[src/rtl/alu_pkg.sv]
// -----------------------------------------------------------------------------
// alu_pkg
// Shared definitions for the sequential ALU (alu_seq) and its multiply engine.
//   - 3-bit opcode constants OP_AND .. OP_MUL
//   - control state enum IDLE / MUL / DONE
//   - packed flag bundle returned alongside every result
// -----------------------------------------------------------------------------
package alu_pkg;

    localparam logic [2:0] OP_AND = 3'd0;
    localparam logic [2:0] OP_OR  = 3'd1;
    localparam logic [2:0] OP_ADD = 3'd2;
    localparam logic [2:0] OP_SUB = 3'd3;
    localparam logic [2:0] OP_SLT = 3'd4;
    localparam logic [2:0] OP_SLL = 3'd5;
    localparam logic [2:0] OP_SRL = 3'd6;
    localparam logic [2:0] OP_MUL = 3'd7;

    typedef enum logic [1:0] {
        IDLE = 2'd0,
        MUL  = 2'd1,
        DONE = 2'd2
    } state_t;

    typedef struct packed {
        logic c_out;
        logic overflow;
        logic lt;
        logic eq;
        logic gt;
        logic zero;
    } flags_t;

endpackage

[src/rtl/alu_seq_mul.sv]
// -----------------------------------------------------------------------------
// alu_seq_mul
// Iterative unsigned shift-add multiplier, one partial product per clock.
//   clk    in   clock, rising edge
//   rst_n  in   synchronous active-low reset (aborts any multiply in flight)
//   start  in   load operands, clear accumulator, begin WIDTH iterations
//   x      in   multiplicand
//   y      in   multiplier
//   done   out  high while the full 2*WIDTH-bit product is available
//   prod   out  accumulator (full product once done is high)
// done is asserted the cycle after the last iteration and drops one cycle
// later; the parent captures the product in that cycle.
// -----------------------------------------------------------------------------
module alu_seq_mul #(
    parameter int WIDTH = 16
) (
    input  logic                 clk,
    input  logic                 rst_n,
    input  logic                 start,
    input  logic [WIDTH-1:0]     x,
    input  logic [WIDTH-1:0]     y,
    output logic                 done,
    output logic [2*WIDTH-1:0]   prod
);

    localparam int CW = $clog2(WIDTH + 1);

    logic               r_busy;
    logic [CW-1:0]      r_cnt;
    logic [2*WIDTH-1:0] r_acc;
    logic [2*WIDTH-1:0] r_mcand;
    logic [WIDTH-1:0]   r_mplier;
    logic               w_step;

    assign w_step = r_busy && (r_cnt != '0);

    // Control: iteration counter and busy flag
    always_ff @(posedge clk) begin
        if (!rst_n) begin
            r_busy <= 1'b0;
            r_cnt  <= '0;
        end else if (start) begin
            r_busy <= 1'b1;
            r_cnt  <= CW'(WIDTH);
        end else if (w_step) begin
            r_cnt  <= r_cnt - CW'(1);
        end else if (r_busy) begin
            r_busy <= 1'b0;
        end
    end

    // Datapath: accumulate, then shift multiplicand left and multiplier right
    always_ff @(posedge clk) begin
        if (start) begin
            r_acc    <= '0;
            r_mcand  <= {{WIDTH{1'b0}}, x};
            r_mplier <= y;
        end else if (w_step) begin
            if (r_mplier[0]) begin
                r_acc <= r_acc + r_mcand;
            end
            r_mcand  <= r_mcand << 1;
            r_mplier <= r_mplier >> 1;
        end
    end

    assign done = r_busy && (r_cnt == '0);
    assign prod = r_acc;

endmodule

[src/rtl/alu_seq.sv]
// -----------------------------------------------------------------------------
// alu_seq
// Registered ALU with valid/ready handshakes on both sides. Logic ops, add,
// subtract, set-less-than and shifts complete one cycle after accept; MUL runs
// on the iterative engine and completes WIDTH+1 cycles after accept.
//   clk, rst_n              clock (rising edge), synchronous active-low reset
//   in_valid / in_ready     input handshake; in_ready is high only in IDLE
//   x, y, c_in, op          operands, carry in (ADD only), opcode
//   out_valid / out_ready   output handshake; result held while stalled
//   z                       result
//   c_out, overflow         carry (ADD/SUB) and signed/product overflow
//   lt, eq, gt              unsigned compare of the accepted x, y
//   zero                    z == 0
// -----------------------------------------------------------------------------
module alu_seq
    import alu_pkg::*;
#(
    parameter int  WIDTH = 16,
    localparam int SHW   = $clog2(WIDTH)
) (
    input  logic             clk,
    input  logic             rst_n,
    input  logic             in_valid,
    output logic             in_ready,
    input  logic [WIDTH-1:0] x,
    input  logic [WIDTH-1:0] y,
    input  logic             c_in,
    input  logic [2:0]       op,
    output logic             out_valid,
    input  logic             out_ready,
    output logic [WIDTH-1:0] z,
    output logic             c_out,
    output logic             overflow,
    output logic             lt,
    output logic             eq,
    output logic             gt,
    output logic             zero
);

    state_t             r_state;
    state_t             w_next;
    flags_t             r_flags;
    logic [WIDTH-1:0]   r_z;
    logic [WIDTH-1:0]   r_x;
    logic [WIDTH-1:0]   r_y;

    logic               w_accept;
    logic               w_mul_start;
    logic               w_mul_done;
    logic [2*WIDTH-1:0] w_mul_prod;

    logic [WIDTH:0]     w_sum;
    logic [WIDTH:0]     w_diff;
    logic [WIDTH-1:0]   w_alu_z;
    logic               w_alu_c;
    logic               w_alu_ov;

    // Packs the flag bundle; compares are always on the operands of this op.
    function automatic flags_t make_flags(
        input logic             c,
        input logic             ov,
        input logic [WIDTH-1:0] a,
        input logic [WIDTH-1:0] b,
        input logic [WIDTH-1:0] res
    );
        flags_t f;
        f.c_out    = c;
        f.overflow = ov;
        f.lt       = (a < b);
        f.eq       = (a == b);
        f.gt       = (a > b);
        f.zero     = (res == '0);
        return f;
    endfunction

    assign w_accept    = (r_state == IDLE) && in_valid;
    assign w_mul_start = w_accept && (op == OP_MUL);

    alu_seq_mul #(
        .WIDTH (WIDTH)
    ) u_mul (
        .clk   (clk),
        .rst_n (rst_n),
        .start (w_mul_start),
        .x     (x),
        .y     (y),
        .done  (w_mul_done),
        .prod  (w_mul_prod)
    );

    // Single-cycle ops straight from the input operands
    always_comb begin
        w_sum    = {1'b0, x} + {1'b0, y} + {{WIDTH{1'b0}}, c_in};
        // Two's-complement subtract: carry out high means no borrow
        w_diff   = {1'b0, x} + {1'b0, ~y} + {{WIDTH{1'b0}}, 1'b1};
        w_alu_z  = '0;
        w_alu_c  = 1'b0;
        w_alu_ov = 1'b0;
        case (op)
            OP_AND: w_alu_z = x & y;
            OP_OR:  w_alu_z = x | y;
            OP_ADD: begin
                w_alu_z  = w_sum[WIDTH-1:0];
                w_alu_c  = w_sum[WIDTH];
                w_alu_ov = (x[WIDTH-1] == y[WIDTH-1]) &&
                           (w_sum[WIDTH-1] != x[WIDTH-1]);
            end
            OP_SUB: begin
                w_alu_z  = w_diff[WIDTH-1:0];
                w_alu_c  = w_diff[WIDTH];
                w_alu_ov = (x[WIDTH-1] != y[WIDTH-1]) &&
                           (w_diff[WIDTH-1] != x[WIDTH-1]);
            end
            OP_SLT: w_alu_z = {{(WIDTH-1){1'b0}}, (x < y)};
            OP_SLL: w_alu_z = x << y[SHW-1:0];
            OP_SRL: w_alu_z = x >> y[SHW-1:0];
            default: w_alu_z = '0;
        endcase
    end

    // Next-state logic
    always_comb begin
        w_next = r_state;
        case (r_state)
            IDLE: begin
                if (in_valid) begin
                    w_next = (op == OP_MUL) ? MUL : DONE;
                end
            end
            MUL: begin
                if (w_mul_done) begin
                    w_next = DONE;
                end
            end
            DONE: begin
                if (out_ready) begin
                    w_next = IDLE;
                end
            end
            default: w_next = IDLE;
        endcase
    end

    always_ff @(posedge clk) begin
        if (!rst_n) begin
            r_state <= IDLE;
        end else begin
            r_state <= w_next;
        end
    end

    // Operand capture for the MUL compare flags
    always_ff @(posedge clk) begin
        if (w_accept) begin
            r_x <= x;
            r_y <= y;
        end
    end

    // Result and flag registers; only written on completion, so a stalled
    // beat in DONE holds them unchanged.
    always_ff @(posedge clk) begin
        if (!rst_n) begin
            r_z     <= '0;
            r_flags <= '0;
        end else if (w_accept && (op != OP_MUL)) begin
            r_z     <= w_alu_z;
            r_flags <= make_flags(w_alu_c, w_alu_ov, x, y, w_alu_z);
        end else if ((r_state == MUL) && w_mul_done) begin
            r_z     <= w_mul_prod[WIDTH-1:0];
            r_flags <= make_flags(1'b0, |w_mul_prod[2*WIDTH-1:WIDTH], r_x, r_y,
                                  w_mul_prod[WIDTH-1:0]);
        end
    end

    assign in_ready  = (r_state == IDLE);
    assign out_valid = (r_state == DONE);
    assign z         = r_z;
    assign c_out     = r_flags.c_out;
    assign overflow  = r_flags.overflow;
    assign lt        = r_flags.lt;
    assign eq        = r_flags.eq;
    assign gt        = r_flags.gt;
    assign zero      = r_flags.zero;

endmodule

[config.mk]
export PLATFORM = sky130hd
export DESIGN_NAME = alu_seq
export DESIGN_NICKNAME = d
export VERILOG_FILES = /design/src/rtl/alu_pkg.sv /design/src/rtl/alu_seq_mul.sv /design/src/rtl/alu_seq.sv
export SDC_FILE = /design/constraint.sdc
export NUM_CORES = 1
export LEC_CHECK = 0
export CAP_MARGIN = 20
export CORE_ASPECT_RATIO = 0.75
export CORE_MARGIN = 5
export CORE_UTILIZATION = 40
export DETAILED_ROUTE_END_ITERATION = 10
export PLACE_DENSITY = 0.6
export SYNTH_ARGS = -nofsm -noshare
export SYNTH_HDL_FRONTEND = slang
export SYNTH_SLANG_ARGS = --single-unit
export TNS_END_PERCENT = 5
[constraint.sdc]
create_clock -name clk -period 5.15 [get_ports clk]
set_input_delay 0.7725 -clock clk [delete_from_list [all_inputs] [get_ports clk]]
set_output_delay 0.7725 -clock clk [all_outputs]
set_load 0.03 [all_outputs]
# After elaboration in Yosys (flattened, before gate mapping)
# Cells that the tools add are included.
# word_totals
reg_bits,142
elab_cells,93
output_inout_bits,24
# classes
add_sub_neg,6
n_mux,20
n_reduce_logical,20
shift,2
bitwise_logic,4
n_lt_le_gt_ge,4
n_eq_ne,20
# ops
op,count
$pmux 16 s7,1
$mux 16,6
$add 16x16->17,2
$add 32x32->32,1
$eq 16x16->1,2
$gt 16x16->1,2
$logic_not 16->1,2
$lt 16x16->1,2
$add 17x1->17,1
$add 17x1->17 const B,1
$and 16x16->16,1
$not 16->16,1
$or 16x16->16,1
$reduce_or 16->1,1
$shl 16x4->16,1
$shr 16x4->16,1
$eq 3x3->1 const B,4
$mux 6,2
$mux 5,2
$logic_and 1x1->1,8
$mux 2,4
$eq 3x2->1 const B,2
$pmux 2 s3,1
$logic_not 5->1,1
other kinds (19),26

# Longest topological paths before layout
# Gate-level depths: netlist of run 1.
# logic_depth
word_depth,7
mapped_depth,15

# Cells and area by module
# Synthesis of run 1 repeated with hierarchy kept, for this count alone.
# unflattened
hier_cells,1287
area_unflattened_um2,11394.7
# by_module_without_submodules
module,seq_area_each_um2,area_each_um2,n_inst,cells_each
alu_seq,1441.4,6531.3,1,768
alu_seq_mul,2042.0,4863.4,1,519

# Worst setup path before layout of run 1
# No wires, ideal clock.
# synth_path
kind,input to register
startpoint,input y[2]
endpoint,"register r_flags, in the netlist zero"
required_ns,5.091
t_arrival_ns,4.084
path_buffers,4
setup_ns,0.059
setup_slack_ns,1.007
path_stages,15
cell_sequence,clkbuf_1 inv_1 clkbuf_1 clkbuf_1 ha_1 buf_2 a211o_1 a2111oi_0 o21ai_0 nand2_1 mux2i_1 nand2_1 or4b_1 nor4_2 a31o_1
# synth_via
elab_chain_cells,6
word_cells_on_any_way,13
classes_between,add/sub: 4; order compare: 1; shift: 2; mux: 2; bitwise: 3; reduce/logical: 1
# synth_rtl
element,line_no,text
"start, declared",alu_seq.sv:26,"input logic [WIDTH-1:0] y,"
$not 16->16,alu_seq.sv:95,"w_diff = {1'b0, x} + {1'b0, ~y} + {{WIDTH{1'b0}}, 1'b1};"
$add 16x16->17,alu_seq.sv:95,
$add 17x1->17,alu_seq.sv:95,
$pmux 16 s7 (*),alu_seq.sv:99,case (op)
$logic_not 16->1 (*),alu_seq.sv:72,f.zero = (res == '0);
$mux 6 (*),alu_seq.sv:166,end else if (w_accept && (op != OP_MUL)) begin
"end signal, assigned",alu_seq.sv:168,"r_flags <= make_flags(w_alu_c, w_alu_ov, x, y, w_alu_z);"
"end signal, assigned",alu_seq.sv:171,"r_flags <= make_flags(1'b0, |w_mul_prod[2*WIDTH-1:WIDTH], r_x, r_y,"
"end, declared",alu_seq.sv:42,flags_t r_flags;
# Mark *: on every way between the ends. The rest lies on a longest branch, timed or not.
# A chain may end at the register's enable or synchronous reset.

# Worst setup path in the final report of run 1
# layout_path
startpoint,input x[0]
endpoint,"register r_flags, in the netlist zero"
# layout_via
elab_chain_cells,5
word_cells_on_any_way,12
classes_between,add/sub: 4; order compare: 1; shift: 2; mux: 2; bitwise: 2; reduce/logical: 1
# layout_rtl
element,line_no,text
"start, declared",alu_seq.sv:25,"input logic [WIDTH-1:0] x,"
"$add 16x16->17, on equally long branches","alu_seq.sv:95, alu_seq.sv:93",
"$add 17x1->17, on equally long branches","alu_seq.sv:95, alu_seq.sv:93",
$pmux 16 s7 (*),alu_seq.sv:99,
$logic_not 16->1 (*),alu_seq.sv:72,
$mux 6 (*),alu_seq.sv:166,
# Marks and branches as above.

==> results.ini, run 1 <==
[final_layout]
final_cell_mix=182 x nand2_1, 113 x a21oi_1, 99 x ha_1
final_core_util_pct=46.9
final_common_cell=nand2_1
drive_gt1_share_pct=8.36
fin_nets=1505
diodes=0
syn2layout_area_growth_pct=14.8

[worst_hold_path]
holdCritStartpoint=u_mul.r_mcand[30]$_SDFFE_PP0P_
min_to=u_mul.r_mcand[30]$_SDFFE_PP0P_
hold_path.class=register to register
hold_depth=2

[sta]
period_minus_slack_ns=4.50
fin_skew_ns=0.0169
maxSlewHeadroom_pct=41.0
rsz0062_at_grt=false
setup_violations=0
fmaxAchievable_mhz=222
setup_ws_ns=0.652
drv_slew=0
finalHoldViolations=0
layout_worst_path_cycle_share_pct=87.3
worst_pin_slew_ns=0.884
tns_ns=0

[clock_network]
clock-sinks=142
clk_path_buf_depth=2
clk_pin_slew_ns=0.07
cts_resized=0
cts_made_buffers=17
htreeDepth=4
post_cts_buffers=0
cts-hold-fix-buffers=0
cts_tree=built
root_buffer=clkbuf_16
worstSkewPairLatency_ns=0.44

[job]
cap_violations=0

[drt]
drt_pass1_iterations=5
wirelength_um=37800
vias=10300
viasPerCell=5.95
drc=0
wire_per_inst_um=21.9
drt_iter0_markers=1049
ant_nets=0

[synthesis]
netlist_area_um2=11100
synth_edf_count=64
avgSynthCellArea_um2=8.42
synth_ff_type=dfxtp_1
synth_nets=1463
synth_cell_types=83
synth_top_area_share_pct=17.3
syn_inst=1320
synth_seq_cells=142
yosys-top-cells-area=edfxtp_1 17%, dfxtp_1 14%, ha_1 11%
yosysTopAreaCell=edfxtp_1
synthArstFlopShare_pct=0
yosys_warnings=0
yosysSeqAreaShare_pct=31.3

[worst_setup_path]
crit_arrival_ns=4.89
endpoint_kind=register
startpoint_type=input port
r2r_slack_ns=1.94
slowest_stage=a2111oi_0
reg2reg_depth=11
worstReg2RegStart=u_mul.r_mcand[0]$_SDFFCE_PN0P_
reg2reg_to=u_mul.prod[28]$_SDFFE_PP0P_
worstSetupPathType=input port to register
path_max_fanout=3
cpPeakStageDelay_ns=0.75
cp_cell_sequence=clkdlybuf4s50_1 -> fa_1 -> fa_1 -> a211o_1 -> a2111oi_0 -> o21ai_0 -> nand2_1 -> mux2i_1 -> nand2_1 -> or4b_1 -> nor4_2 -> a31o_1
critPathRequiredTime_ns=5.54

[placement]
pre_cts_ws_ns=0.307
gp_congestion=0.992
hpwlAfterDp_um=28900
port_buffers=63

[floorplanning]
dieHeight_um=154
row_count=52
die_x_um=203
core_um2=27200
ios=64
initial_utilization_pct=40.9
dieArea_um2=31300

[global_routing]
gr-total-overflow=0
grt_max_degree=75
grt_pass1_vias=9515
grt_usage_pct=23.7
antenna_found_initial=0
grt_pass1_wl_um=57700

[pwr]
vdd_ir_drop_max_mv=0.238
power_density_nw_per_um2=282
leakagePower_nw=5.14

[status]
status=complete, no violations

==> stage by stage <==
stage               hold WS [ns]  cell area, um2  total power [mW]  cells
floorplan                  0.445           11100              1.95   1320
global placement           0.462           12100              2.28   1694
detailed placement         0.471           12100              2.28   1694
CTS                        0.481           12800              3.60   1726
global route               0.496           12800              3.76   1726
finish                     0.478           12800              3.61   1726
==> cells in the mapped netlist, types with 9 or more instances <==
master,count
xor2_1,13
mux4_2,17
mux2i_1,28
xnor2_1,23
nor2_1,85
mux2_2,10
nand3_1,24
o21ai_0,93
nor3_1,27
and2_1,13
a22oi_1,20
nand2_1,182
clkbuf_1,56
ha_1,99
o21a_1,12
inv_1,69
a211oi_1,24
a21o_1,16
a21oi_1,113
dfxtp_1,78
nor4_1,21
and3_1,9
nor2b_1,14
nand2b_1,20
edfxtp_1,64
a21boi_0,9
buf_2,11
nand4_1,16
==> layer usage <==
layer | global-route usage (%) | up-vias | share of wire (%)
li1 | - | 4918 | -
met1 | 37.7 | 4883 | 50
met2 | 32.3 | 430 | 40
met3 | 4.92 | 38 | 8.9
met4 | 5.62 | 0 | 1.3
met5 | 0 | - | 0
==> registers in the layout, summed over array words and instances (netlist names), 2 cells and up <==
signal and count:
r_y 16, r_state 2, z 16, r_x 16, u_mul.r_mplier 16, u_mul.r_mcand 32, u_mul.prod 32, u_mul.r_cnt 5
==> power by group <==
group / internal, mW / switching (mW) / leakage, nW / total (mW)
logic: 0.373 / 0.584 / 3.59 / 0.958
clock network: 0.780 / 0.540 / 0.311 / 1.32
registers: 1.26 / 0.0671 / 1.23 / 1.33
==> worst max-delay path by stage <==
stage               start           endpoint  slack (ns)  cells after the start
floorplan            y[2]  zero$_SDFFE_PN0P_        1.01                     15
CTS                  x[0]  zero$_SDFFE_PN0P_        0.76                     12
detailed placement   x[0]  zero$_SDFFE_PN0P_        0.31                     12
global placement     x[0]  zero$_SDFFE_PN0P_        0.33                     12
finish               x[0]  zero$_SDFFE_PN0P_        0.65                     12
global route         x[0]  zero$_SDFFE_PN0P_        0.49                     12
==> cell families (layout without fill, tap and decap cells) <==
logic type / count (synthesis) / in the layout / synth area share, %
buf+inv: 150 / 205 / 5.40
fa+ha+maj: 103 / 103 / 11.9
simple gates: 452 / 452 / 19.7
mux: 57 / 57 / 7.31
compound gates: 380 / 380 / 21.6
flops: 142 / 142 / 31.3
xor+xnor: 36 / 36 / 2.84
==> worst max-delay path, delay by kind of cell <==
kind,cells,cell delay (ns)
fa+ha+maj,2,0.91
compound gates,4,1.63
mux,1,0.19
simple gates,4,0.93
buf+inv,1,0.45
==> area by class of cell <==
| class | instances | area [um2] |
|---|---|---|
| Tap cell | 351 | 439 |
| Timing Repair Buffer | 101 | 906 |
| Fill cell | 2659 | 14400 |
| Inverter | 72 | 270 |
| Clock buffer | 23 | 531 |
| Sequential cell | 142 | 3480 |
| Multi-Input combinational cell | 1028 | 7050 |
| Clock inverter | 9 | 90.1 |
Power figures use the tool's default switching activity.
==> run 2, diff against run 1 <==
--- a/config.mk
+++ b/config.mk
@@ -11,6 +11,7 @@
 export CORE_UTILIZATION = 40
 export DETAILED_ROUTE_END_ITERATION = 10
 export PLACE_DENSITY = 0.6
+export SKIP_LAST_GASP = 1
 export SYNTH_ARGS = -nofsm -noshare
 export SYNTH_HDL_FRONTEND = slang
 export SYNTH_SLANG_ARGS = --single-unit
==> results of run 2 <==
Final layout, timing and power as in run 1 (identical DEF).
==> run 3, diff against run 2 <==
--- a/config.mk
+++ b/config.mk
@@ -6,7 +6,6 @@
 export NUM_CORES = 1
 export LEC_CHECK = 0
 export CAP_MARGIN = 20
-export CORE_ASPECT_RATIO = 0.75
 export CORE_MARGIN = 5
 export CORE_UTILIZATION = 40
 export DETAILED_ROUTE_END_ITERATION = 10
==> run 3 against run 2 <==
  * Clock skew down 0.0013 ns
  * Wire length shrank 2.8%
  * Core utilization down 0.67 points
  * Design area grew 0.14%
  * Setup slack improved by 0.11 ns
  * Die area fell by 0.11%
==> results.ini, run 3 (synthesis gave the netlist of run 1 again) <==
[sta]
fin_skew_ns=0.0155  ; -0.00133 ns
period_minus_slack_ns=4.39  ; -0.107 ns
worst_pin_slew_ns=0.798  ; -0.0867 ns
tns_ns=0  ; unchanged
fmaxAchievable_mhz=228  ; +2.4%
setup_ws_ns=0.759  ; +0.107 ns
setup_violations=0  ; unchanged
drv_slew=0  ; unchanged
finalHoldViolations=0  ; unchanged
rsz0062_at_grt=false
layout_worst_path_cycle_share_pct=85.3  ; -2.1 points
maxSlewHeadroom_pct=46.8  ; +5.8 points

[clock_network]
cts_tree=built
root_buffer=clkbuf_16
worstSkewPairLatency_ns=0.44  ; about the same
clk_path_buf_depth=2  ; unchanged
clk_pin_slew_ns=0.08  ; about the same
post_cts_buffers=0  ; unchanged
cts_made_buffers=17  ; unchanged
cts_resized=0  ; unchanged
cts-hold-fix-buffers=0  ; unchanged
htreeDepth=4  ; unchanged
clock-sinks=142  ; unchanged

[drt]
viasPerCell=5.81  ; -2.3%
wire_per_inst_um=21.0  ; -4.3%
drt_pass1_iterations=5  ; unchanged
ant_nets=0  ; unchanged
vias=10200  ; -0.78%
drt_iter0_markers=1144  ; +9.1%
wirelength_um=36800  ; -2.8%
drc=0  ; unchanged

[final_layout]
syn2layout_area_growth_pct=15.0
final_core_util_pct=46.3  ; -0.67 points
regArea_um2=3480  ; unchanged
nFillCells=2777  ; +4.4%
multiInputGateArea_um2=7050  ; unchanged
postLayoutCellArea_um2=12800  ; +0.14%
drive_gt1_share_pct=8.30  ; -0.067 points
final_cell_mix=182 x nand2_1, 113 x a21oi_1, 99 x ha_1
final_common_cell=nand2_1
fin_nets=1504  ; -0.066%

[worst_setup_path]
worstSetupPathType=input port to register
reg2reg_depth=11  ; unchanged
crit_arrival_ns=4.77  ; -0.12 ns
endpoint_kind=register
startpoint_type=input port
path_max_fanout=8  ; +5
worstReg2RegStart=u_mul.r_mcand[0]$_SDFFCE_PN0P_
cp_cell_sequence=clkdlybuf4s50_1 -> fa_1 -> fa_1 -> a211o_1 -> a2111oi_0 -> buf_4 -> o21ai_0 -> nand2_1 -> mux2i_1 -> nand2_1 -> or4b_1 -> nor4_2 -> a31o_1
cpPeakStageDelay_ns=0.57  ; -0.18 ns
critPathRequiredTime_ns=5.53  ; about the same
crit_buf_inv=2  ; +1
cp_top_family=compound AO/OA/AOI/OAI gates
r2r_slack_ns=1.93  ; about the same
reg2reg_to=u_mul.prod[28]$_SDFFE_PP0P_
slowest_stage=clkdlybuf4s50_1

[global_routing]
grt_usage_pct=23.4  ; -0.32 points
antenna_found_initial=0  ; unchanged
grt_pass1_wl_um=56800  ; -1.6%
grt_max_degree=48  ; -36%
gr-total-overflow=0  ; unchanged
grt_pass1_vias=9619  ; +1.1%

[worst_hold_path]
hold_depth=2  ; unchanged
holdCritStartpoint=u_mul.r_mcand[18]$_SDFFE_PP0P_
min_to=u_mul.r_mcand[19]$_SDFFE_PP0P_
hold_path.class=register to register

[floorplanning]
initial_utilization_pct=40.2  ; -0.64 points
dieHeight_um=177  ; +14%
core_um2=27600  ; +1.6%
ios=64  ; unchanged
row_count=61  ; +17%
dieArea_um2=31200  ; -0.11%
die_x_um=177  ; -13%

[placement]
post_dp_cell_area_um2=12200  ; +0.32%
gp_congestion=0.950  ; -4.2%
hpwlAfterDp_um=28000  ; -3.4%
pre_cts_ws_ns=0.433  ; +0.126 ns
port_buffers=63  ; unchanged

[status]
status=complete, no violations

[job]
cap_violations=0  ; unchanged

[pwr]
power_density_nw_per_um2=279  ; -1.1%
vdd_ir_drop_max_mv=0.218  ; -8.4%
leakagePower_nw=5.12  ; -0.33%

## run 3: changes by cell type in the layout (fill, tap and decap cells not counted)
cell,change
buf_12,+1
buf_4,-2
clkbuf_16,-2
clkbuf_8,-4
clkinv_2,-1
clkinv_4,-2
clkinv_8,+2
diode_2,+1
inv_6,+3
inv_8,+4
## run 3: area by class of cell
cell class	instances	share of cell area, %
Tap cell	378	3.70
Multi-Input combinational cell	1028	55.1
Clock buffer	17	3.33
Antenna cell	1	0.0196
Inverter	72	2.11
Timing Repair Buffer	100	7.12
Sequential cell	142	27.2
Clock inverter	15	1.34
## run 3: how the worst max path moves through the flow
| stage | startpoint | end | slack [ns] | cells past startpoint |
|---|---|---|---|---|
| 5_1_grt | x[0] | zero$_SDFFE_PN0P_ | 0.48 | 13 |
| 4_1_cts | x[0] | zero$_SDFFE_PN0P_ | 0.85 | 13 |
| 3_3_place_gp | x[0] | zero$_SDFFE_PN0P_ | 0.55 | 13 |
| 3_5_place_dp | x[0] | zero$_SDFFE_PN0P_ | 0.43 | 13 |
| 2_1_floorplan | y[2] | zero$_SDFFE_PN0P_ | 1.01 | 15 |
| 6_report | x[0] | zero$_SDFFE_PN0P_ | 0.76 | 13 |
## run 3: power breakdown
part / switching, mW / internal (mW) / total [mW]
logic: 0.572 / 0.373 / 0.944
registers: 0.0653 / 1.26 / 1.33
clock network: 0.606 / 0.696 / 1.30
## run 3: tightest hold or removal path, stage by stage (launching register included)
cell and delay (ns):
dfxtp_1 0.33, nand2_1 0.06, a21oi_1 0.05
## run 3: metal layers
metal  global-route usage (%)  vias up  part of all wire, %
li1                         -     4922                    -
met1                     33.0     4865                   47
met2                     36.1      336                   44
met3                     4.23       66                  5.6
met4                     8.38        0                  3.7
met5                        0        -                    0
## run 3: metrics by stage
stage	power (mW)	hold WS [ns]	std cells
floorplan	1.95	0.445	1320
global placement	2.27	0.460	1720
detailed placement	2.28	0.469	1720
CTS	3.58	0.469	1752
global route	3.73	0.479	1752
finish	3.57	0.469	1753
